<file path="src/rtl/rf_arb_pkg.sv">
// Shared defaults and types for the register-file writeback arbiter.
package rf_arb_pkg;
  localparam int DEF_DATA_W = 16;
  localparam int DEF_ADDR_W = 4;
  localparam int ZERO_REG   = 0;

  typedef logic port_idx_t;
endpackage

</file>
<file path="src/rtl/rr_arb2.sv">
// Two-way round-robin grant with a loser-priority pointer, advanced on transfer.
module rr_arb2
  import rf_arb_pkg::*;
(
  input  logic       clk,
  input  logic       rst,
  input  logic [1:0] req,
  input  logic       advance,
  output logic [1:0] grant
);

  port_idx_t rr_ptr;

  always_comb begin
    grant = '0;
    case (req)
      2'b01:   grant = 2'b01;
      2'b10:   grant = 2'b10;
      2'b11:   grant = (rr_ptr == 1'b0) ? 2'b01 : 2'b10;
      default: grant = '0;
    endcase
  end

  // Point at the port that did not win, so it is favoured next time.
  always_ff @(posedge clk or posedge rst) begin
    if (rst)
      rr_ptr <= 1'b0;
    else if (advance)
      rr_ptr <= grant[0] ? 1'b1 : 1'b0;
  end

endmodule

</file>
<file path="src/rtl/rf_write_arbiter.sv">
// Arbitrates ALU/memory writebacks onto one registered register-file write port.
// Optional read-side forwarding outputs are enabled with macro RF_ARB_FWD_EN.
module rf_write_arbiter
  import rf_arb_pkg::*;
#(
  parameter int DATA_W = DEF_DATA_W,
  parameter int ADDR_W = DEF_ADDR_W
) (
  input  logic              clk,
  input  logic              rst,
  input  logic              req0_valid,
  input  logic [ADDR_W-1:0] req0_addr,
  input  logic [DATA_W-1:0] req0_data,
  output logic              req0_ready,
  input  logic              req1_valid,
  input  logic [ADDR_W-1:0] req1_addr,
  input  logic [DATA_W-1:0] req1_data,
  output logic              req1_ready,
  input  logic              stall,
`ifdef RF_ARB_FWD_EN
  input  logic [ADDR_W-1:0] rd_addr1,
  input  logic [ADDR_W-1:0] rd_addr2,
  output logic              fwd_hit1,
  output logic              fwd_hit2,
  output logic [DATA_W-1:0] fwd_data1,
  output logic [DATA_W-1:0] fwd_data2,
`endif
  output logic              WriteEnable,
  output logic [ADDR_W-1:0] WriteReg,
  output logic [DATA_W-1:0] DstData
);

  logic [1:0]        grant;
  logic              transfer;
  port_idx_t         sel;
  logic [ADDR_W-1:0] sel_addr;
  logic [DATA_W-1:0] sel_data;

  rr_arb2 u_arb (
    .clk     (clk),
    .rst     (rst),
    .req     ({req1_valid, req0_valid}),
    .advance (transfer),
    .grant   (grant)
  );

  assign req0_ready = grant[0] & ~stall & ~rst;
  assign req1_ready = grant[1] & ~stall & ~rst;
  assign transfer   = (req0_valid & req0_ready) | (req1_valid & req1_ready);

  assign sel      = grant[1];
  assign sel_addr = (sel == 1'b1) ? req1_addr : req0_addr;
  assign sel_data = (sel == 1'b1) ? req1_data : req0_data;

  always_ff @(posedge clk or posedge rst) begin
    if (rst) begin
      WriteEnable <= 1'b0;
      WriteReg    <= '0;
      DstData     <= '0;
    end else if (!stall) begin
      if (transfer) begin
        WriteEnable <= (sel_addr != ADDR_W'(ZERO_REG));
        WriteReg    <= sel_addr;
        DstData     <= sel_data;
      end else begin
        WriteEnable <= 1'b0;
      end
    end
  end

`ifdef RF_ARB_FWD_EN
  assign fwd_hit1  = WriteEnable & (WriteReg == rd_addr1) & (rd_addr1 != ADDR_W'(ZERO_REG));
  assign fwd_hit2  = WriteEnable & (WriteReg == rd_addr2) & (rd_addr2 != ADDR_W'(ZERO_REG));
  assign fwd_data1 = DstData;
  assign fwd_data2 = DstData;
`endif

endmodule

</file>
<file path="config.mk">
export PLATFORM = sky130hd
export DESIGN_NAME = rf_write_arbiter
export DESIGN_NICKNAME = d
export VERILOG_FILES = /design/src/rtl/rf_arb_pkg.sv /design/src/rtl/rr_arb2.sv /design/src/rtl/rf_write_arbiter.sv
export SDC_FILE = /design/constraint.sdc
export NUM_CORES = 1
export LEC_CHECK = 0
export ABC_CLOCK_PERIOD_IN_PS = 1400
export BUFFER_PORTS_ARGS = -buffer_cell sky130_fd_sc_hd__buf_2
export CORE_UTILIZATION = 39
export CTS_CLUSTER_SIZE = 30
export DETAILED_ROUTE_END_ITERATION = 6
export PLACE_DENSITY = 0.85
export SYNTH_ARGS = -nofsm -noshare
export SYNTH_HDL_FRONTEND = slang
export SYNTH_SLANG_ARGS = --single-unit
export TNS_END_PERCENT = 5
</file>
<file path="constraint.sdc">
create_clock -name clk -period 1.4 [get_ports clk]
set_clock_uncertainty 0.2 [all_clocks]
set_input_delay 0.07 -clock clk [delete_from_list [all_inputs] [get_ports clk]]
set_output_delay 0.07 -clock clk [all_outputs]
set_load 0.02 [all_outputs]
</file>
Yosys cells after proc, flatten, opt, wreduce, memory -nomap -nowiden
Cells that the tools add are included.
{"block": "totals", "reg_bits": 22, "input_bits": 45, "output_inout_bits": 23, "word_cells": 24}
{"block": "classes", "n_eq_ne": 3, "mux": 6, "bitwise_logic": 9, "n_reduce_logical": 2}
{"operator": "16-bit two-way mux", "count": 1}
{"operator": "1-bit AND", "count": 6}
{"operator": "2-bit one-hot mux with 3 select lines", "count": 1}
{"operator": "2-bit equality test, second input constant", "count": 2}
{"operator": "4-bit two-way mux", "count": 1}
{"operator": "4-bit nonzero test", "count": 1}
{"operator": "2-bit by 1-bit equality test with 1-bit output, second input constant", "count": 1}
{"operator": "1-bit two-way mux", "count": 2}
{"operator": "2-bit two-way mux", "count": 1}
{"operator": "1-bit inverter", "count": 2}
{"operator": "2-bit AND reduction", "count": 1}
{"operator": "1-bit bitwise OR", "count": 1}

Logic depth before layout (Yosys ltp)
Gate-level depths: netlist (run 1).
{"block": "depth", "word_depth": 7, "ltp_mapped": 4, "ltp_nobuf": 3}

Hierarchy
Synthesis (run 1) repeated with hierarchy kept, for this count alone.
{"block": "hier_totals", "cells_unflattened": 109, "hier_area_um2": 1216.2}
{"module": "rf_write_arbiter", "instances": 1, "cells_per_inst": 103, "area_per_inst_um2": 1149.9, "seq_area_each_um2": 525.5}
{"module": "rr_arb2", "instances": 1, "cells_per_inst": 6, "area_per_inst_um2": 66.3, "seq_area_each_um2": 25.0}

Least setup slack after synthesis (run 1)
No wires, ideal clock.
{"block": "synth_path", "kind": "flip-flop to output port", "from": "register u_arb.rr_ptr", "to": "output port req1_ready", "t_arrival_ns": 1.252, "required_ns": 1.130, "slack_ns": -0.122, "path_stages_with_launch": 4, "n_path_buf": 1, "path_cell_list": "dfrtp_1 > nor2b_1 > clkbuf_1 > nor4_1"}
{"block": "synth_between", "elab_chain_cells": 4}
{"item": "from (decl)", "line_no": "rr_arb2.sv:12", "rtl": "port_idx_t rr_ptr;"}
{"item": "from (signal assigned)", "line_no": "rr_arb2.sv:29", "rtl": "rr_ptr <= grant[0] ? 1'b1 : 1'b0;"}
{"item": "2-bit two-way mux", "line_no": "rr_arb2.sv:19", "rtl": "2'b11: grant = (rr_ptr == 1'b0) ? 2'b01 : 2'b10;"}
{"item": "2-bit one-hot mux with 3 select lines", "line_no": "rr_arb2.sv:16", "rtl": "case (req)"}
{"item": "1-bit AND (2 in series)", "line_no": "rf_write_arbiter.sv:48", "rtl": "assign req1_ready = grant[1] & ~stall & ~rst;"}
{"item": "to (decl)", "line_no": "rf_write_arbiter.sv:18", "rtl": "output logic req1_ready,"}
No other way between the ends.

Final worst setup path (run 1)
Ends and elaborated chain as after synthesis.

==> results of run 1 <==
-- Yosys cell counts --
| cell type | instances | area, sq um |
|---|---|---|
| a21oi_1 | 22 | 110 |
| a31oi_1 | 21 | 131 |
| a32o_1 | 1 | 10.0 |
| and2_1 | 1 | 6.26 |
| buf_1 | 1 | 3.75 |
| clkbuf_1 | 13 | 48.8 |
| dfrtp_1 | 22 | 551 |
| inv_1 | 2 | 7.51 |
| nand2_1 | 1 | 3.75 |
| nand3b_1 | 20 | 150 |
| nor2_1 | 1 | 3.75 |
| nor2b_1 | 1 | 6.26 |
| nor4_1 | 2 | 12.5 |
| o21ai_0 | 21 | 105 |
| or2_2 | 1 | 6.26 |
| or3_1 | 1 | 6.26 |
| or4_1 | 1 | 7.51 |
-- how the worst max path moves through the flow --
stage | startpoint | end | slack [ns] | cells after the start
final | u_arb.rr_ptr | req1_ready | -0.09 | 4
after global routing | u_arb.rr_ptr | req1_ready | -0.16 | 4
after CTS | u_arb.rr_ptr | req1_ready | -0.08 | 4
after detailed placement | req1_addr[2] | WriteEnable | -0.16 | 4
after global placement | req1_addr[2] | WriteEnable | -0.15 | 4
after floorplan | u_arb.rr_ptr | DstData[10] | -0.03 | 4
-- logic make-up (layout without fill, tap and decap cells) --
kind of cell / after synthesis / count (layout) / synth area share
buf+inv: 16 / 134 / 0.0513
flops: 22 / 22 / 0.471
compound gates: 65 / 65 / 0.305
simple gates: 29 / 29 / 0.173
-- critical path, stage by stage (launching register included) --
cell and delay (ns):
dfrtp_1 0.41, nor2b_4 0.06, buf_6 0.12, nor4_4 0.13, buf_4 0.18
-- area by class of cell --
type,count,area share
Multi-Input combinational cell,94,0.272
Tap cell,31,0.0180
Clock buffer,4,0.0168
Inverter,2,0.00348
Sequential cell,22,0.256
Timing Repair Buffer,128,0.434
-- timing repair --
item / in CTS / in global routing
setup endpoints to repair: 15 / 21
pin swaps: 3 / 13
gates resized for setup: 8 / 11
buffers inserted: 2 / 0
hold endpoints to repair: 44 / 0
hold buffers: 44 / 0
-- report_power, final --
part | leakage (nW) | internal (mW) | switching [mW] | total [mW]
logic | 0.689 | 0.400 | 0.474 | 0.875
registers | 0.246 | 0.751 | 0.0724 | 0.824
clock network | 0.0210 | 0.159 | 0.197 | 0.356
total | 0.956 | 1.31 | 0.744 | 2.05
-- metrics by stage --
step                worst slack (ns)  hold slack, ns  power, mW  std cells
floorplan                    -0.0346          -0.141       1.22        132
global placement              -0.147          -0.181       1.50        231
detailed placement            -0.158          -0.181       1.51        231
CTS                          -0.0824        -0.00699       1.98        281
global route                  -0.161          0.0226       2.16        281
finish                       -0.0928         0.00408       2.05        281
-- metal layers --
metal	up-vias	GRT usage
met5	-	0
met4	0	0.143
met2	101	0.539
met3	12	0.0253
met1	802	0.440
li1	734	-
-- cells in the final DEF, fill, tap and decap left out, drive strengths merged --
| master | netlist | layout |
|---|---|---|
| a21oi | 22 | 22 |
| a31oi | 21 | 21 |
| a32o | 1 | 1 |
| and2 | 1 | 1 |
| buf | 1 | 84 |
| clkbuf | 13 | 4 |
| dfrtp | 22 | 22 |
| dlygate4sd3 | 0 | 44 |
| inv | 2 | 2 |
| nand2 | 1 | 1 |
| nand3b | 20 | 20 |
| nor2 | 1 | 1 |
| nor2b | 1 | 1 |
| nor4 | 2 | 2 |
| o21ai | 21 | 21 |
| or2 | 1 | 1 |
| or3 | 1 | 1 |
| or4 | 1 | 1 |
-- sequential cells by signal, summed over array words and instances (netlist names) --
signal and flops:
DstData 16, WriteReg 4, u_arb.rr_ptr 1, WriteEnable 1
==> results by group, run 1 <==
Timing
  – Unrepaired setup endpoints after global routing: yes
  – Clock period minus worst slack: 1.49 ns
  – Slew @ Worst Pin: approximately 0.24 ns
  – Max Clk Rate: about 0.67 GHz
  – Setup TNS: -0.260 ns
  – Fin. Hold Viols: 0
  – Pins over their slew limit: 0
  – Fin worst setup slack: -0.0928 ns
  – Final setup fails: 9
  – Period utilization: 1.07
  – Slew margin rel.: 0.835

Placement
  – GPL Wtd Cong: 0.862
  – I/O Buffers: between 60 and 70
  – HPWL after DPL: approximately 2500 um
  – Placed cell area: approximately 0.0016 sq mm

Layout
  – Multi-input logic area: about 600 sq um
  – Layout area overhead: 84.2%
  – Final Util: 0.768
  – # nets final: 296
  – Ant diodes: 0
  – Ratio of cells with drive above 1 in the final layout: 0.368
  – Fill cell count: around 190
  – Design area: around 0.0022 sq mm
  – Register Area: between 500 and 600 sq um

Synthesis
  – Syn avg cell area: between 8 and 9 sq um
  – Netlist cell types: 17
  – Syn Inst Count: ~130
  – Synth Cell Area: between 0.001 and 0.0015 sq mm
  – Yosys reg bits: 22
  – Mapped Nets: 177
  – Seq/Total Area, Yosys: 0.471
  – Ys Warns: 0

GRT
  – Initial antenna violation count: 0
  – Vias in the first global route: approximately 1700
  – Overflow after GRT: 0
  – First-pass GRT wire length: about 8100 um
  – All-Layer GR Usage: 0.327
  – Largest net degree at the start of global routing: 21

Outcome
  – Failing checks: DRC, setup timing
  – Status: finished with violations

Floorplanning
  – # IOs: 68
  – Row count: 19
  – Initial core utilization: 0.417
  – Die H: approximately 57 um
  – DIE WIDTH: ~57 um
  – Core box area: 0.00281 sq mm
  – Die area: around 0.0032 sq mm

Clocking
  – Clock buffer depth: 2
  – Worst-path clk slew: 0.13 ns
  – Inserted Clock Buffers: 3
  – Htree depth: 1
  – Clk Latency, worst-skew pair: just over 0.3 ns
  – CTS tree: yes
  – Root buffer cell: clkbuf_4
  – CTS Sinks: 22

Critical path
  – Worst R2R Setup Slack: -0.06 ns
  – R2R depth: 4
  – Crit path max fanout: 2
  – Worst EP arrival: 1.22 ns
  – Endpoint class of the critical path: output pin
  – RR Endpoint: WriteEnable
  – Critical Path Source Type: flip-flop
  – Required @ worst endpoint: 1.13 ns
  – Worst reg2reg path startpoint: u_arb.rr_ptr
  – Critical path class: flip-flop to output pin

Route
  – Vias per cell: between 5 and 6
  – WL met2: roughly 2500 um
  – DR pass1 iterations: 6
  – # DRC: 4
  – M1 WL: around 2000 um
  – Antenna viol nets, final: 0
  – Average wire per standard cell: around 18 um
  – Total wire length: 4990 um
  – WL met3: 385 um
  – Vias: 1649
  – DR iter-0 viols: roughly 110
  – Highest metal used: met4

Hold path
  – Min-delay src: req1_addr[1]
  – Hold Crit Depth: 4
  – Worst Hold Path EP: WriteEnable
  – Hold Crit Class: primary input to flip-flop

Run
  – Max-cap violations: 0

Power
  – Cell Pwr Density: between 900 and 1000 mW/mm^2
  – Max VDD drop: about 590 uV
  – Standby leakage power: between 0.9 and 1 nW
Note: power is estimated with default switching activity, not from simulation.
==> inputs of run 2 (changes only) <==
SETUP_SLACK_MARGIN = 0.3   (was not set)
==> run 2 against run 1 <==
The run ends with DRC, hold timing, setup timing left. Final cell count shrank 1.1%. Sequential power is 3.4% higher. Register-to-register slack got worse by 0.05 ns. Largest power group unchanged. Setup slack worse by 0.018 ns.
==> results by group, run 2 (synthesized netlist as in run 1, its figures left out) <==
Clocking
  – Inserted Clock Buffers: 3 (unchanged)
  – Worst-path clk slew: 0.12 ns (about the same)
  – CTS tree: yes
  – Clock buffer depth: 2 (unchanged)
  – CTS Sinks: 22 (unchanged)
  – Root buffer cell: clkbuf_4
  – Clk Latency, worst-skew pair: 0.31 ns (about the same)
  – Htree depth: 1 (unchanged)
  – Number of hold buffers added after CTS: 43 (-2.3%)

Floorplanning
  – Initial core utilization: 0.417 (unchanged)
  – Die area: 0.00322 sq mm (unchanged)
  – Core box area: 0.00281 sq mm (unchanged)
  – Row count: 19 (unchanged)
  – Die H: 56.8 um (unchanged)
  – # IOs: 68 (unchanged)
  – DIE WIDTH: 56.8 um (unchanged)

GRT
  – Initial antenna violation count: 0 (unchanged)
  – Overflow after GRT: 0 (unchanged)
  – Vias in the first global route: 1664 (-0.30%)
  – First-pass GRT wire length: 7900 um (-1.9%)
  – Largest net degree at the start of global routing: 24 (+14%)
  – All-Layer GR Usage: 0.322 (-0.00538)

Power
  – Cell Pwr Density: 941 mW/mm^2 (-1.3%)
  – Internal Power: 1.38 mW (+5.2%)
  – Standby leakage power: 1.00 nW (+4.7%)
  – Flop pwr share: 0.400 (about the same)
  – Net Sw Frac: 0.353 (-0.00898)
  – Clk pwr share: 0.137 (-0.036)
  – Combinational power share: 0.463 (+0.037)
  – Psw: 0.752 mW (+1.2%)
  – Max VDD drop: 636 uV (+7.9%)

Placement
  – GPL Wtd Cong: 0.834 (-3.2%)
  – Cells after DPL: 228 (-1.3%)
  – HPWL after DPL: 2480 um (-2.8%)
  – I/O Buffers: 67 (unchanged)

Route
  – Vias: 1615 (-2.1%)
  – Average wire per standard cell: 17.7 um (-0.64%)
  – WL met2: 2590 um (+5.5%)
  – Total wire length: 4910 um (-1.7%)
  – Antenna viol nets, final: 0 (unchanged)
  – Vias per cell: 5.81 (-1.0%)
  – DR iter-0 viols: 161 (+45%)
  – DR pass1 iterations: 6 (unchanged)
  – WL met3: 406 um (+5.5%)
  – M1 WL: 1810 um (-11%)
  – # DRC: 14 (+10)
  – Highest metal used: met4

Critical path
  – Required @ worst endpoint: 1.38 ns (+0.25 ns)
  – RR Endpoint: WriteReg[0]
  – Crit path max fanout: 8 (+6)
  – Endpoint class of the critical path: flip-flop
  – Worst R2R Setup Slack: -0.11 ns (-0.05 ns)
  – Worst EP arrival: 1.50 ns (+0.28 ns)
  – Critical path class: flip-flop to flip-flop
  – Critical Path Source Type: flip-flop
  – Worst reg2reg path startpoint: u_arb.rr_ptr
  – R2R depth: 5 (+1)

Layout
  – Most frequent cells in the layout: buf_2, dlygate4sd3_1, dfrtp_1, buf_6
  – Final cell count without fillers: 278 (-1.1%)
  – Fill cell count: 181 (-4.2%)
  – Most common cell after layout, fill and taps aside: buf_2
  – Top flop regs: DstData (16), WriteReg (4)
  – # nets final: 294 (-0.68%)
  – Final Util: 0.807 (+0.0393)
  – Layout area overhead: 93.6%
  – Ratio of cells with drive above 1 in the final layout: 0.368 (+0.000421)
  – Reg with most FFs: DstData
  – Largest register FFs: 16 (unchanged)
  – Ant diodes: 0 (unchanged)

Timing
  – Max Clk Rate: 0.662 GHz (-1.2%)
  – Slew margin rel.: 0.749 (-0.0864)
  – Pins over their slew limit: 0 (unchanged)
  – Slew @ Worst Pin: 0.377 ns (+0.132 ns)
  – Unrepaired setup endpoints after global routing: yes
  – Fin. Hold Viols: 7 (+7)
  – Clock period minus worst slack: 1.51 ns (+0.0178 ns)
  – WHS: -0.272 ns (-0.276 ns)
  – Final setup fails: 6 (-3)
  – Fin worst setup slack: -0.111 ns (-0.0178 ns)
  – Period utilization: 1.08 (+0.0127)

Outcome
  – Failing checks: DRC, hold timing, setup timing
  – Status: finished with violations

Run
  – Max-cap violations: 0 (unchanged)

Hold path
  – Hold Crit Class: primary input to async pin
==> run 2: changes by cell type in the layout (fill, tap and decap cells not counted), sizes merged <==
cell and delta:
buf -2, dlymetal6s4s +1, dlygate4sd3 -2
==> run 2: cell type report <==
type / count / area, sq um / area share
Tap cell: 31 / 38.8 / 0.0171
Multi-Input combinational cell: 94 / 592 / 0.261
Sequential cell: 22 / 551 / 0.243
Timing Repair Buffer: 126 / 1050 / 0.465
Clock buffer: 3 / 22.5 / 0.00994
Inverter: 2 / 7.51 / 0.00331
==> run 2: how the worst max path moves through the flow <==
stage,startpoint,endpoint,slack (ns),depth (start not counted)
after floorplan,req1_addr[2],WriteEnable,0.007,3
after global placement,req1_addr[2],WriteEnable,-0.12,4
after detailed placement,req1_addr[2],WriteEnable,-0.15,4
after CTS,u_arb.rr_ptr,req1_ready,-0.08,4
after global routing,u_arb.rr_ptr,req1_ready,-0.14,4
final,u_arb.rr_ptr,WriteReg[0],-0.11,5
==> run 2: per-layer routing <==
| metal | up-vias | GRT usage |
|---|---|---|
| li1 | 730 | - |
| met1 | 754 | 0.365 |
| met2 | 117 | 0.597 |
| met4 | 0 | 0.115 |
| met5 | - | 0 |
| met3 | 14 | 0.0599 |
==> run 2: power by group through the flow <==
stage / Sequential [mW] / Clock, mW / Combinational (mW)
global placement: 0.827 / 0 / 0.653
finish: 0.852 / 0.293 / 0.987
global route: 0.862 / 0.330 / 1.05
floorplan: 0.965 / 0 / 0.260
CTS: 0.844 / 0.303 / 0.915
detailed placement: 0.828 / 0 / 0.664
==> run 2: critical path, cell delays in order, from the launching register on <==
cell and delay, ns:
dfrtp_1 0.41, nor2b_4 0.05, buf_4 0.16, buf_4 0.16, o21ai_0 0.27, a31oi_1 0.14
==> run 2: what timing repair did <==
action                     CTS  global route
setup endpoints to repair   44            60
buffers inserted             3             0
hold endpoints to repair    44             7
gates resized for setup     46             6
gates cloned                 0             1
pin swaps                    8             6
==> run 2: per-stage QoR <==
stage	hold WS, ns	TNS (ns)	total power, mW	setup slack (ns)	area, sq um
final	-0.272	-0.347	2.13	-0.111	2260
after global routing	-0.263	-1.22	2.25	-0.143	2260
after CTS	-0.00303	-0.227	2.06	-0.0803	2210
after detailed placement	-0.150	-0.184	1.49	-0.154	1590
after floorplan	-0.141	0	1.23	0.00653	1180
after global placement	-0.155	-0.123	1.48	-0.123	1590
==> inputs of run 3 (changes only) <==
ABC_AREA = 1   (was not set)
CORE_UTILIZATION = 40   (was 39)
CTS_BUF_LIST = sky130_fd_sc_hd__clkbuf_4   (was not set)
PLACE_DENSITY = 0.87   (was 0.85)
==> run 3 against run 2 <==
The flow finishes with violations (hold timing, setup timing). First-iteration DRC count decreased by 65%. Highest routed layer unchanged. Final cell count increased by 2.2%. Critical path type is now flip-flop to output pin. Global-route usage decreased by 4.5 points. Count of clock-buffer cells in the layout unchanged. Sequential share of layout area increased by 0.22 points. Area after synthesis decreased by 1.7%. Combinational power increased by 18%. Register-to-register slack improved by 0.03 ns. Maximum frequency increased by 0.35%. Die area decreased by 4.0%.
==> results by group, run 3 <==
Layout
  – Ratio of cells with drive above 1 in the final layout: 0.399 (+0.0308)
  – Reg with most FFs: DstData
  – Layout area overhead: 95.2%
  – Top flop regs: DstData (16), WriteReg (4)
  – Most frequent cells in the layout: buf_2, dlygate4sd3_1, nand3_1, nand2_1, dfrtp_1
  – Final cell count without fillers: 284 (+2.2%)
  – Ant diodes: 0 (unchanged)
  – # nets final: 299 (+1.7%)
  – Fill cell count: 166 (-8.3%)
  – Largest register FFs: 16 (unchanged)
  – Most common cell after layout, fill and taps aside: buf_2

Synthesis
  – Post-synth top area cell: dfrtp_1
  – Syn Inst Count: 139 (+5.3%)
  – Synth Area in Simple Gates: 0.306 (+0.133)
  – Netlist cell types: 17 (unchanged)
  – Top-area cell type share of the netlist area: 0.479 (+0.00819)
  – Seq/Total Area, Yosys: 0.479 (+0.00819)
  – Adder-Cell Fraction of Synth Area: 0 (unchanged)
  – Synth Area in XOR/XNOR: 0 (unchanged)
  – Combinational family with the most area after synthesis: simple AND/OR/NAND/NOR gates
  – Mux share of post-synthesis cell area: 0 (unchanged)
  – Ys Warns: 0 (unchanged)
  – Synth Cell Area: 0.00115 sq mm (-1.7%)
  – Ranking of synthesized cells by area: dfrtp_1, nand3_1, nand2_1
  – Mapped Nets: 184 (+4.0%)
  – Post-synth EDFFs: 0 (unchanged)
  – Asr flop ratio synth: 1.00 (unchanged)
  – Dominant synthesized flop cell: dfrtp_1
  – Syn avg cell area: 8.27 sq um (-6.7%)
  – Commonest cells post-synth: nand3_1, nand2_1, dfrtp_1
  – Count leader, synth: nand3_1
  – Yosys reg bits: 22 (unchanged)
  – Synth Area in Compound Gates: 0.128 (-0.176)

Run
  – Max-cap violations: 0 (unchanged)

Route
  – Total wire length: 4220 um (-14%)
  – Vias per cell: 5.11 (-12%)
  – WL met3: 195 um (-52%)
  – # DRC: 0 (-14)
  – Average wire per standard cell: 14.9 um (-16%)
  – DR iter-0 viols: 56 (-65%)
  – M1 WL: 1530 um (-15%)
  – Antenna viol nets, final: 0 (unchanged)
  – WL met2: 2360 um (-8.9%)
  – Vias: 1450 (-10%)
  – DR pass1 iterations: 4 (-2)
  – Highest metal used: met4

Critical path
  – Required @ worst endpoint: 1.13 ns (-0.25 ns)
  – Worst EP arrival: 1.24 ns (-0.26 ns)
  – Critical Path Source Type: flip-flop
  – Critical path class: flip-flop to output pin
  – Crit path max fanout: 4 (-4)
  – Endpoint class of the critical path: output pin
  – Critical Path Start: u_arb.rr_ptr
  – Worst reg2reg path startpoint: u_arb.rr_ptr

Placement
  – I/O Buffers: 67 (unchanged)
  – Place WS: -0.112 ns (+0.0422 ns)
  – GPL Wtd Cong: 0.791 (-5.2%)
  – Cells after DPL: 235 (+3.1%)
  – HPWL after DPL: 2140 um (-14%)

Power
  – Max VDD drop: 1000 uV (+57%)
  – Standby leakage power: 1.08 nW (+8.1%)
  – Total power: 2.39 mW (+12%)
  – Cell Pwr Density: 1070 mW/mm^2 (+13%)

Timing
  – Clock period minus worst slack: 1.51 ns (-0.00526 ns)
  – Pins over their slew limit: 0 (unchanged)
  – Fin. Hold Viols: 3 (-4)
  – Final setup fails: 18 (+12)
  – WHS: -0.0484 ns (+0.224 ns)
  – Fin worst setup slack: -0.105 ns (+0.00526 ns)
  – Unrepaired setup endpoints after global routing: yes
  – Max Clk Rate: 0.664 GHz (+0.35%)
  – Slew margin rel.: 0.842 (+0.0932)
  – Setup TNS: -0.485 ns (-0.137 ns)
  – Period utilization: 1.08 (-0.00376)
  – Slew @ Worst Pin: 0.237 ns (-0.140 ns)

Hold path
  – Hold Crit Class: primary input to flip-flop
  – Min-delay src: req1_addr[0]

Floorplanning
  – Die H: 55.6 um (-2.0%)
  – Core box area: 0.00273 sq mm (-2.5%)
  – Die area: 0.00309 sq mm (-4.0%)
  – DIE WIDTH: 55.6 um (-2.0%)
  – Row count: 19 (unchanged)
  – # IOs: 68 (unchanged)
  – Initial core utilization: 0.421 (+0.00356)

Clocking
  – Clk Latency, worst-skew pair: 0.30 ns (about the same)
  – Worst-path clk slew: 0.12 ns (about the same)
  – Inserted Clock Buffers: 3 (unchanged)
  – Clock buffer depth: 2 (unchanged)
  – Number of hold buffers added after CTS: 40 (-7.0%)
  – CTS tree: yes
  – Root buffer cell: clkbuf_4
  – Htree depth: 1 (unchanged)
  – CTS Sinks: 22 (unchanged)

GRT
  – All-Layer GR Usage: 0.277 (-0.0447)
  – Vias in the first global route: 1560 (-6.3%)
  – First-pass GRT wire length: 6580 um (-17%)
  – Largest net degree at the start of global routing: 22 (-8.3%)
  – Overflow after GRT: 0 (unchanged)
  – Initial antenna violation count: 0 (unchanged)

Outcome
  – Failing checks: hold timing, setup timing
  – Status: finished with violations
==> run 3: cell count changes in the layout (fill, tap and decap cells not counted), moves of 3 or more <==
cell	before	now
buf_4	15	10
nand3_1	0	32
o21ai_0	21	1
a31oi_1	21	0
a21oi_1	21	2
nand3_2	0	4
nand2_2	0	4
inv_1	2	6
nand2_1	1	27
o21a_1	0	16
nand3b_1	20	1
nand3_4	0	3
==> run 3: cells by family (layout without fill, tap and decap cells) <==
family / count (synthesis) / in the layout
buf+inv: 19 / 132
compound gates: 21 / 21
flops: 22 / 22
simple gates: 77 / 78
==> run 3: metrics by stage <==
stage                     cell area (sq um)   util  hold WS [ns]
after global placement                 1530  0.561        -0.212
after CTS                              2190  0.802       -0.0492
after global routing                   2240  0.821       -0.0356
after detailed placement               1530  0.561        -0.205
after floorplan                        1180      -        -0.141
final                                  2240  0.821       -0.0484
==> run 3: path summary, 6_finish.rpt <==
kind	end	slack [ns]	cells after the start
max	req1_ready	-0.11	6
min	WriteReg[0]	-0.05	4
max reg2reg	WriteEnable	-0.08	8
min reg2reg	DstData[2]	0.31	1
max in group asynchronous	DstData[10]	0.50	4
min in group asynchronous	WriteReg[1]	0.03	3
==> run 3: worst max-delay path, cell delays in order, from the launching register on <==
cell and delay (ns):
dfrtp_1 0.40, inv_2 0.06, nand2_4 0.09, nand3_4 0.09
buf_6 0.14, inv_4 0.05, buf_6 0.10
==> run 3: repair_timing <==
item	CTS	global route
pin swaps	8	6
resized for setup	48	14
setup endpoints to repair	45	45
hold endpoints to repair	43	2
buffers inserted	4	0
gates cloned	1	0
==> run 3: layout make-up <==
class	instances	area [sq um]	share of cell area
inverters	9	36.3	0.0162
clock buffers	3	22.5	0.0100
repair buffers	119	986	0.439
clock inverters	1	3.75	0.00167
multi-input cells	99	607	0.270
flip-flops and latches	22	551	0.245
well taps	31	38.8	0.0173
==> run 3: report_power, final <==
group	total, mW	internal (mW)	switching (mW)	leakage [nW]
sequential	0.931	0.803	0.129	0.246
combinational	1.16	0.598	0.565	0.820
clock	0.297	0.104	0.193	0.0154
==> run 3: layer usage <==
layer  global-route usage  up-vias
met2                0.522       66
met4                0.179        0
met5                    0        -
li1                     -      691
met3               0.0233       12
met1                0.293      681
